## src/rtl/jogo_sequencia_n.sv

```systemverilog
// LED-sequence memory game round engine: stores a pattern sequence, replays it,
// then checks timed button plays and ends each round with an all-LED blink.
module jogo_sequencia_n #(
  parameter int NB       = 4,
  parameter int DEPTH    = 16,
  parameter int AW       = 4,
  parameter int TW       = 9,
  parameter int TIMEOUT  = 300,
  parameter int TICK_DIV = 1000,
  parameter int BLINK    = 500,
  parameter int NBLINK   = 3
) (
  input  logic          clock,
  input  logic          reset,
  input  logic          escreve,
  input  logic [AW-1:0] endereco,
  input  logic [NB-1:0] dado,
  input  logic [AW-1:0] ultimo,
  input  logic          iniciar,
  input  logic [NB-1:0] botoes,
  output logic [NB-1:0] leds,
  output logic          pronto,
  output logic          acertou,
  output logic          errou,
  output logic          timeout,
  output logic [TW-1:0] tempo_restante,
  output logic [2:0]    db_estado,
  output logic [AW-1:0] db_indice
);

  localparam int CW = $clog2(BLINK + 1);
  localparam int PW = $clog2(TICK_DIV + 1);
  localparam int KW = $clog2(NBLINK + 1);

  typedef enum logic [2:0] {
    IDLE       = 3'd0,
    MOSTRA_ON  = 3'd1,
    MOSTRA_OFF = 3'd2,
    ESPERA     = 3'd3,
    COMPARA    = 3'd4,
    FIM        = 3'd5
  } estado_t;

  estado_t       r_estado;
  logic [NB-1:0] r_mem [DEPTH];
  logic [AW-1:0] r_indice;
  logic [AW-1:0] r_ultimo;
  logic [CW-1:0] r_cnt;
  logic [PW-1:0] r_presc;
  logic [KW-1:0] r_nblink;
  logic          r_fim_on;
  logic [NB-1:0] r_jogada;
  logic          r_bot_ant;

  logic          w_bot_or;
  logic          w_jogada;
  logic          w_escrita_ok;
  logic          w_fim_passo;
  logic          w_cnt_fim;
  logic [AW-1:0] w_indice_prox;
  logic [NB-1:0] w_mem_atual;
  logic [NB-1:0] w_mem_prox;

  assign w_bot_or      = |botoes;
  assign w_jogada      = w_bot_or & ~r_bot_ant;
  assign w_escrita_ok  = escreve & ((r_estado == IDLE) | (r_estado == FIM));
  assign w_fim_passo   = (r_indice == r_ultimo);
  assign w_cnt_fim     = (r_cnt == CW'(BLINK - 1));
  assign w_indice_prox = r_indice + 1'b1;
  assign w_mem_atual   = r_mem[r_indice];
  assign w_mem_prox    = r_mem[w_indice_prox];

  assign db_estado = r_estado;
  assign db_indice = r_indice;

  // Sequence memory has no reset so the stored game survives a round abort.
  always_ff @(posedge clock) begin
    if (w_escrita_ok) r_mem[endereco] <= dado;
  end

  // Edge detector runs in every state so held buttons never count as a new play.
  always_ff @(posedge clock) begin
    r_bot_ant <= w_bot_or;
  end

  always_ff @(posedge clock) begin
    if (!reset) begin
      r_estado       <= IDLE;
      leds           <= '0;
      pronto         <= 1'b0;
      acertou        <= 1'b0;
      errou          <= 1'b0;
      timeout        <= 1'b0;
      tempo_restante <= '0;
      r_indice       <= '0;
      r_ultimo       <= '0;
      r_cnt          <= '0;
      r_presc        <= '0;
      r_nblink       <= '0;
      r_fim_on       <= 1'b0;
      r_jogada       <= '0;
    end else begin
      unique case (r_estado)
        IDLE, FIM: begin
          if (iniciar) begin
            r_estado <= MOSTRA_ON;
            acertou  <= 1'b0;
            errou    <= 1'b0;
            timeout  <= 1'b0;
            r_indice <= '0;
            r_cnt    <= '0;
            r_ultimo <= ultimo;
            r_jogada <= '0;
            leds     <= r_mem[0];
          end else if (r_estado == FIM && r_nblink != KW'(NBLINK)) begin
            // Each flash is an on phase then an off phase; count completes after the off phase.
            if (w_cnt_fim) begin
              r_cnt <= '0;
              if (r_fim_on) begin
                leds     <= '0;
                r_fim_on <= 1'b0;
              end else begin
                r_nblink <= r_nblink + 1'b1;
                if (r_nblink != KW'(NBLINK - 1)) begin
                  leds     <= '1;
                  r_fim_on <= 1'b1;
                end
              end
            end else begin
              r_cnt <= r_cnt + 1'b1;
            end
          end
        end

        MOSTRA_ON: begin
          if (w_cnt_fim) begin
            r_cnt    <= '0;
            leds     <= '0;
            r_estado <= MOSTRA_OFF;
          end else begin
            r_cnt <= r_cnt + 1'b1;
          end
        end

        MOSTRA_OFF: begin
          if (w_cnt_fim) begin
            r_cnt <= '0;
            if (w_fim_passo) begin
              r_estado       <= ESPERA;
              r_indice       <= '0;
              pronto         <= 1'b1;
              tempo_restante <= TW'(TIMEOUT);
              r_presc        <= '0;
              leds           <= r_jogada;
            end else begin
              r_estado <= MOSTRA_ON;
              r_indice <= w_indice_prox;
              leds     <= w_mem_prox;
            end
          end else begin
            r_cnt <= r_cnt + 1'b1;
          end
        end

        ESPERA: begin
          if (w_jogada) begin
            r_jogada <= botoes;
            leds     <= botoes;
            pronto   <= 1'b0;
            r_estado <= COMPARA;
          end else if (tempo_restante == '0) begin
            timeout  <= 1'b1;
            pronto   <= 1'b0;
            r_estado <= FIM;
            leds     <= '1;
            r_fim_on <= 1'b1;
            r_nblink <= '0;
            r_cnt    <= '0;
          end else if (r_presc == PW'(TICK_DIV - 1)) begin
            r_presc        <= '0;
            tempo_restante <= tempo_restante - 1'b1;
          end else begin
            r_presc <= r_presc + 1'b1;
          end
        end

        COMPARA: begin
          if (r_jogada != w_mem_atual || w_fim_passo) begin
            errou    <= (r_jogada != w_mem_atual);
            acertou  <= (r_jogada == w_mem_atual);
            r_estado <= FIM;
            leds     <= '1;
            r_fim_on <= 1'b1;
            r_nblink <= '0;
            r_cnt    <= '0;
          end else begin
            r_indice       <= w_indice_prox;
            r_estado       <= ESPERA;
            pronto         <= 1'b1;
            tempo_restante <= TW'(TIMEOUT);
            r_presc        <= '0;
          end
        end

        default: r_estado <= IDLE;
      endcase
    end
  end

endmodule

```

## config.mk

```make
export PLATFORM = sky130hd
export DESIGN_NAME = jogo_sequencia_n
export DESIGN_NICKNAME = d
export VERILOG_FILES = /design/src/rtl/jogo_sequencia_n.sv
export SDC_FILE = /design/constraint.sdc
export NUM_CORES = 1
export LEC_CHECK = 0
export CORE_UTILIZATION = 31
export CTS_CLUSTER_SIZE = 28
export DETAILED_ROUTE_END_ITERATION = 10
export PLACE_DENSITY_LB_ADDON = 0.12
export SLEW_MARGIN = 20
export SYNTH_ARGS = -nofsm -noshare
export SYNTH_HDL_FRONTEND = slang
export SYNTH_SLANG_ARGS = --single-unit
```

## constraint.sdc

```tcl
create_clock -name clock -period 3.66 [get_ports clock]
set_clock_uncertainty 0.1 [all_clocks]
set_input_delay 0.732 -clock clock [delete_from_list [all_inputs] [get_ports clock]]
set_output_delay 0.732 -clock clock [all_outputs]
set_load 0.03 [all_outputs]
```

==> metrics.txt <==
CP Launch Type=register; largest net degree at the start of global routing=48; Reg2Reg Depth=8; HP Start=timeout$_SDFFE_PN0P_; Hold Vio Cnt, Final=0; Synth cell types=65; Cell Area, Synth=0.00650 mm²; total track usage=0.169; vias in the first global route=around 4900; EDFF count, synth=64; Overflow after GRT=0; Power Dens Cells=441 mW/mm²; Syn Nets=618; share of Yosys cell area claimed by the top area cell type=0.295; DR iter-0 viols=322; detailed-route wire length=17600 µm; status=finished, final reports clean; clock transition at the registers of the reported paths=0.06 ns; Post-CTS Hold Buffers=0; Hold Crit Class=reg2reg; critical path's slowest cell=o31ai_4; fmax=between 300 and 400 MHz; number of core rows=52; synth top area cells=edfxtp_1, dfxtp_1, mux4_2; die area=approximately 0.022 mm²; Largest stage delay, worst path=between 0.5 and 0.6 ns; Yosys top cell by area=edfxtp_1; via count=4950; IO Port Bufs=between 40 and 50; Rel. slew slack=0.455; CTS tree=done; crit-path cells=buf_4 > mux2i_1 > mux4_2 > mux2_1 > a211oi_2 > nand4_4 > o31ai_4 > mux2i_1; post-DP HPWL=12700 µm; Power Total=3480 µW; GP Congestion=0.814; unrepaired setup endpoints after global routing=false; Worst Setup End Kind=register; H-tree levels=4; cts bufs inserted=17; Detail Route Antenna Nets=0; critical path data required time=3.90 ns; Die X-Extent=147 µm; total negative setup slack=0 ns; cell class contributing the biggest share of worst-path delay=multiplexers; ys async rst share=0; via/cell ratio=5.38; register area share after synthesis=0.477; Yosys reg bits=123; Post-Place Setup Slack=around 0.12 ns; Worst Hold Depth=2; Crit Path Class=reg2reg; Arrival @ worst endpoint=3.47 ns; DR WL/cell=19.1 µm; Initial Util=0.318; most frequent cell after synthesis=nand2_1; Peak supply drop=between 0.3 and 0.4 mV; max-cap violations=0; most frequent CP cell=mux2i_1; worst skew pair latency=0.42 ns; post-route setup slack=0.425 ns; synth cell count leaders=nand2_1, edfxtp_1, dfxtp_1, nor2_1; syn avg cell area=11.0 µm²; diode count=0; CP bufs+invs=1; Tightest Pin Transition=around 0.8 ns; worst-path fanout max=16; Clock Sinks=~120; Placeable Area=a little over 0.02 mm²; Total Nets Final=665; Ports=44; period utilization=0.884; Synth Flop Type=edfxtp_1; clk buf depth=2; setup violators final=0; Post-Synthesis Cells=~600; area grow syn2layout=21.3%; Clk Tree Root Cell=clkbuf_16; Layout Utilization=0.386; LEAKAGE=0.00267 µW; drc violations=0; layout cells sized above 1=0.157; Synth warnings=0; Critical Path Stages=8; fin crit period=~3.2 ns; die height=147 µm; Max Slew Vio Count=0; initial antenna violation count=0; DR pass1 iterations=5; global-route wire length before repair=27800 µm
[path summary, 6_finish.rpt]
path | endpoint | slack [ns]
max | register | 0.43
min | timeout$_SDFFE_PN0P_ | 0.36
max reg2reg | register | 0.43
min reg2reg | timeout$_SDFFE_PN0P_ | 0.36
[sequential cells by signal, indices dropped and copies added (netlist names), named ones only]
register and cells:
db_estado 3, r_fim_on 1, errou 1, r_mem 64
timeout 1, r_bot_ant 1, acertou 1, r_ultimo 4
r_cnt 9, db_indice 4, pronto 1, r_jogada 4
r_presc 10, r_nblink 2, tempo_restante 9, leds 4
[cell families (layout without fill, tap and decap cells)]
logic type / Yosys count / after routing / share of synthesized area
flops: 123 / 123 / 0.477
mux: 73 / 73 / 0.179
buf+inv: 46 / 105 / 0.0310
compound gates: 118 / 118 / 0.124
fa+ha+maj: 7 / 7 / 0.0135
xor+xnor: 10 / 10 / 0.0135
simple gates: 214 / 214 / 0.162
[report_power, final]
group / switching [µW] / internal, µW / leakage [µW]
Combinational: 142 / 93.8 / 0.00132
Sequential: 16.5 / 1470 / 0.00105
Clock: 668 / 1080 / 0.000296
Total: 827 / 2650 / 0.00267
[worst min-delay path, stage by stage, from the launching register on]
cell	delay (ns)
dfxtp_1	0.31
nand2_1	0.05
a21oi_1	0.05
[cell usage in the layout, fill, tap and decap left out, types with 7 or more instances in the layout]
cell type / instances
clkdlybuf4s50_1: 43
clkbuf_16: 17
buf_4: 22
inv_1: 9
mux4_2: 34
o21ai_0: 28
mux2i_1: 34
dfxtp_1: 58
nand2b_1: 10
and3_1: 8
nand2_1: 65
nor2_1: 51
nand3_1: 20
nor3_1: 16
a21oi_1: 27
ha_1: 7
edfxtp_1: 64
[routing by layer]
layer,vias to the layer above,track usage,share of wire
met5,-,0,0
met4,0,0.0443,0.0079
met3,10,0.0329,0.038
met2,102,0.286,0.50
met1,2485,0.221,0.45
li1,2353,-,-
[through the flow]
stage / area [µm²] / cells / hold slack [ns]
3_5_place_dp: 7280 / 889 / 0.362
3_3_place_gp: 7280 / 889 / 0.347
6_report: 7890 / 920 / 0.362
5_1_grt: 7890 / 920 / 0.383
4_1_cts: 7890 / 920 / 0.369
2_1_floorplan: 6500 / 591 / 0.343
[layout make-up]
cell class	instances	area, µm²
fillers	2008	12500
clock inverters	14	185
flip-flops and latches	123	3100
repair buffers	65	596
clock buffers	17	425
multi-input cells	422	3210
inverters	9	33.8
well taps	270	338
[timing repair]
action | CTS | global route
resized for setup | 0 | 1
endpoints found under the setup margin | 0 | 8
buffers inserted | 0 | 0
(Power assumes the default switching activity.)
